### src/rtl/jtgng_objdma.sv
// Bus-mastering copier: on dma_start, acquires the bus and copies LEN words from the
// source RAM into the object RAM, one word per cen cycle, with resume on bus loss.
module jtgng_objdma #(
  parameter int AW  = 9,
  parameter int DW  = 8,
  parameter int LEN = 384
) (
  input  logic          clk,
  input  logic          rst_n,
  input  logic          cen,
  input  logic          dma_start,
  input  logic          bus_ack,
  output logic          bus_req,
  output logic          busy,
  output logic [AW-1:0] src_addr,
  input  logic [DW-1:0] src_data,
  output logic [AW-1:0] dst_addr,
  output logic [DW-1:0] dst_data,
  output logic          dst_we,
  output logic          done
);

  typedef enum logic [2:0] {IDLE, REQ, PRIME, COPY, DONE} state_t;

  localparam logic [AW:0] ONE  = (AW+1)'(1);
  localparam logic [AW:0] LAST = (AW+1)'(LEN - 1);

  state_t      state;
  logic [AW:0] rd_idx;
  logic [AW:0] wr_idx;
  logic [AW:0] wr_nxt;
  logic [AW:0] rd_nxt;

  assign wr_nxt = wr_idx + ONE;
  assign rd_nxt = rd_idx + ONE;

  always_ff @(posedge clk) begin
    if (!rst_n) begin
      state    <= IDLE;
      bus_req  <= 1'b0;
      busy     <= 1'b0;
      dst_we   <= 1'b0;
      done     <= 1'b0;
      src_addr <= '0;
      dst_addr <= '0;
      dst_data <= '0;
      rd_idx   <= '0;
      wr_idx   <= '0;
    end else begin
      done <= 1'b0;
      if (cen) begin
        case (state)
          IDLE: begin
            if (dma_start) begin
              state   <= REQ;
              busy    <= 1'b1;
              bus_req <= 1'b1;
              rd_idx  <= '0;
              wr_idx  <= '0;
            end
          end
          REQ: begin
            dst_we <= 1'b0;
            if (bus_ack) begin
              state    <= PRIME;
              src_addr <= wr_idx[AW-1:0];
            end
          end
          PRIME: begin
            if (!bus_ack) begin
              state  <= REQ;
              dst_we <= 1'b0;
            end else begin
              state    <= COPY;
              rd_idx   <= wr_nxt;
              src_addr <= (wr_nxt > LAST) ? LAST[AW-1:0] : wr_nxt[AW-1:0];
            end
          end
          COPY: begin
            if (!bus_ack) begin
              state  <= REQ;
              dst_we <= 1'b0;
            end else begin
              dst_addr <= wr_idx[AW-1:0];
              dst_data <= src_data;
              dst_we   <= 1'b1;
              wr_idx   <= wr_nxt;
              // rd_idx is the address currently on src_addr; advance but never past LAST
              if (rd_idx < LAST) begin
                rd_idx   <= rd_nxt;
                src_addr <= rd_nxt[AW-1:0];
              end
              if (wr_idx == LAST) state <= DONE;
            end
          end
          DONE: begin
            dst_we  <= 1'b0;
            bus_req <= 1'b0;
            busy    <= 1'b0;
            done    <= 1'b1;
            state   <= IDLE;
          end
          default: state <= IDLE;
        endcase
      end
    end
  end

endmodule

### config.mk
export PLATFORM = sky130hd
export DESIGN_NAME = jtgng_objdma
export DESIGN_NICKNAME = d
export VERILOG_FILES = /design/src/rtl/jtgng_objdma.sv
export SDC_FILE = /design/constraint.sdc
export NUM_CORES = 1
export LEC_CHECK = 0
export BUFFER_PORTS_ARGS = -buffer_cell sky130_fd_sc_hd__buf_2
export CAP_MARGIN = 30
export CORE_UTILIZATION = 61
export DETAILED_ROUTE_END_ITERATION = 6
export PLACE_DENSITY = 0.9
export SLEW_MARGIN = 20
export SYNTH_ARGS = -nofsm -noshare
export SYNTH_HDL_FRONTEND = slang
export SYNTH_SLANG_ARGS = --single-unit
### constraint.sdc
create_clock -name clk -period 3.1 [get_ports clk]
set_input_delay 0.465 -clock clk [delete_from_list [all_inputs] [get_ports clk]]
set_output_delay 0.465 -clock clk [all_outputs]
set_load 0.1 [all_outputs]
==> reports/metrics.csv <==
metric;value;unit
required;3.30;ns
hold-path-endpoint;dst_data[6]$_SDFFE_PN0P_;
clockBufferDepth;2;
h-tree-depth;2;
syn_area_per_cell;7.77;um^2
synthDistinctLibCells;60;
initial_antenna_violation_count;0;
proportion_of_synthesized_chip_area_in_sequential_cells;0.369;
max-slew-margin-rel;0.455;
initial_utilization;0.643;
route.final.wire_length;6.99;mm
drt-initial-drc-count;323;
via_count;2777;
reg2reg_slack;0.63;ns
fin_crit_sh;0.797;
timing.final.hold_violations;0;
place.port_buffers;42;
maxCapViolCount;0;
die_w;70.0;um
finalSetupViolations;0;
holdBufCountCts;0;
syn_inst;363;
post_synth_main_area_contributors;dfxtp_1, nand2_1, a21oi_1;
synth_warnings;0;
start_kind;register;
timing_worst_slew_pin_value;0.816;ns
clock_insertion_delay_worst_skew;0.32;ns
nets;399;
synthDominantCellAreaShare;0.369;
post-dp-hpwl;4.72;mm
timing.fmax;0.405;GHz
first_pass_iters;7;
crit_path_start;rd_idx[0]$_SDFFE_PN0P_;
synth-main-ff-cell;dfxtp_1;
cts.sinks;52;
post-route-util;0.699;
run_status;completed;
largest_net_degree_at_the_start_of_global_routing;32;
io_pins;43;
n_antenna_cell;0;
route.detailed.wl_per_inst;16.0;um
synth_fp_nets;379;
cts.repair_timing.setup_buffer_count;0;
worstSetupPathType;register to register;
yosysMostFrequentCell;nand2_1;
grt_overflow;0;
post_synth_most_frequent_cells;nand2_1, dfxtp_1, a21oi_1;
number_of_enable_type_register_cells_in_the_synthesized_netlist;0;
timing.rr.start;rd_idx[0]$_SDFFE_PN0P_;
groute.usage.overall;0.297;
final_layout_size_suffix_gt1_frac;0.164;
hold_path_depth;3;
worstPathMaxFanout;12;
first_global_vias;2528;
critical_r2r_capture;src_addr[5]$_SDFFE_PN0P_;
worst_ep_arrival_time;2.67;ns
hold_path.startpoint;src_data[6];
finalWeightedCongestion;0.893;
fillerInstances;359;
cellLeakagePower;1.19;nW
area_growth;8.74;%
route.detailed.vias_per_inst;6.37;
rows;24;
power_per_cell_area;421;nW/um^2
holdCritPathClass;input port to register;
cts_root_buffer;clkbuf_8;
setup.worst_path.end_class;register;
synthesis.area;2820;um^2
finalWorstPathRequiredPeriod;2.47;ns
core_area;4380;um^2
clkTransAtPathRegs;0.10;ns
antenna_violating_nets_post_route;0;
unrepaired_setup_endpoints_after_global_routing;no;
ys_ff_latch;52;
clock-skew-final;0.0111;ns
drt_drc_violations_left;0;
dieHeight;70.0;um
timing.setup.tns;0;ns
first_pass_grt_wire_length;11.8;mm
r2r.worst_path.cells;6;
synth_top_cell_by_area;dfxtp_1;
async_set_or_reset_flop_fraction_in_the_synthesized_netlist;0;
finalMaxSlewViolations;0;
cts_buffers;5;
post_cts.resized_instances;0;
ir_worst_vdd;0.294;mV
dieArea;4900;um^2
clock_tree_from_tritoncts;yes;
area by class of cell:
type                       count  area [um^2]  share of cell area
multi-input combinational    272         1600               0.522
timing repair buffer          47          248              0.0808
sequential                    52         1040               0.340
clock inverter                 3         25.0             0.00816
clock buffer                   5         68.8              0.0224
inverter                       5         18.8             0.00612
tap                           52         65.1              0.0212
how the worst max path moves through the flow:
stage / slack, ns / to
3_5_place_dp: 0.71 / src_addr[5]$_SDFFE_PN0P_
6_report: 0.63 / src_addr[5]$_SDFFE_PN0P_
2_1_floorplan: 1.26 / busy
5_1_grt: 0.48 / src_addr[5]$_SDFFE_PN0P_
3_3_place_gp: 0.81 / src_addr[5]$_SDFFE_PN0P_
4_1_cts: 0.67 / src_addr[5]$_SDFFE_PN0P_
kinds of logic (layout without fill, tap and decap cells):
| logic type | after synthesis | count (layout) | share of synthesized area |
|---|---|---|---|
| adder cells (fa/ha/maj) | 3 | 3 | 0.0133 |
| buffers and inverters | 39 | 60 | 0.0635 |
| XOR/XNOR | 16 | 16 | 0.0497 |
| multiplexers | 6 | 6 | 0.0213 |
| AND/OR/NAND/NOR | 142 | 142 | 0.244 |
| AO/OA/AOI/OAI | 105 | 105 | 0.239 |
| flip-flops | 52 | 52 | 0.369 |
sequential cells by signal, indices dropped and copies added, names as in the netlist:
| signal | flops |
|---|---|
| done | 1 |
| wr_idx | 10 |
| state | 3 |
| busy | 1 |
| dst_data | 8 |
| dst_addr | 9 |
| src_addr | 9 |
| dst_we | 1 |
| rd_idx | 10 |
per-stage QoR:
stage | power, mW | cells | setup WS (ns) | hold slack (ns) | cell area, um^2
floorplan | 0.859 | 363 | 1.26 | 0.441 | 2820
global placement | 0.886 | 428 | 0.806 | 0.438 | 2970
detailed placement | 0.891 | 428 | 0.708 | 0.443 | 2970
CTS | 1.29 | 436 | 0.668 | 0.370 | 3070
global route | 1.33 | 436 | 0.476 | 0.370 | 3070
finish | 1.29 | 436 | 0.629 | 0.363 | 3070
report_power, final:
group          switching [mW]  leakage, nW  internal [mW]  total [mW]
clock network           0.247       0.0452          0.165       0.412
logic                   0.139        0.721         0.0451       0.184
registers              0.0152        0.420          0.679       0.695
metal layers:
| layer | global-route usage | up-vias | wire, um |
|---|---|---|---|
| met1 | 0.397 | 1282 | 2970 |
| met5 | 0 | - | 0 |
| met3 | 0.0563 | 22 | 493 |
| met4 | 0.120 | 0 | 155 |
| li1 | - | 1320 | - |
| met2 | 0.473 | 153 | 3370 |
critical path: stages, from the launching register on:
cell and delay [ns]:
dfxtp_1 0.42, ha_1 0.28, nand3_1 0.19, o211ai_1 0.22, a211oi_2 0.72, o31a_1 0.40, a31oi_1 0.11
placed cells by master (no fill, tap or decap), drive strengths merged, types with 7 or more instances in the layout:
cell | Yosys | final
nor2 | 29 | 29
buf | 17 | 47
nand2 | 61 | 61
dfxtp | 52 | 52
xnor2 | 9 | 9
nand3 | 13 | 13
o21ai | 21 | 21
a21oi | 42 | 42
xor2 | 7 | 7
o22ai | 7 | 7
(Power assumes the default switching activity.)
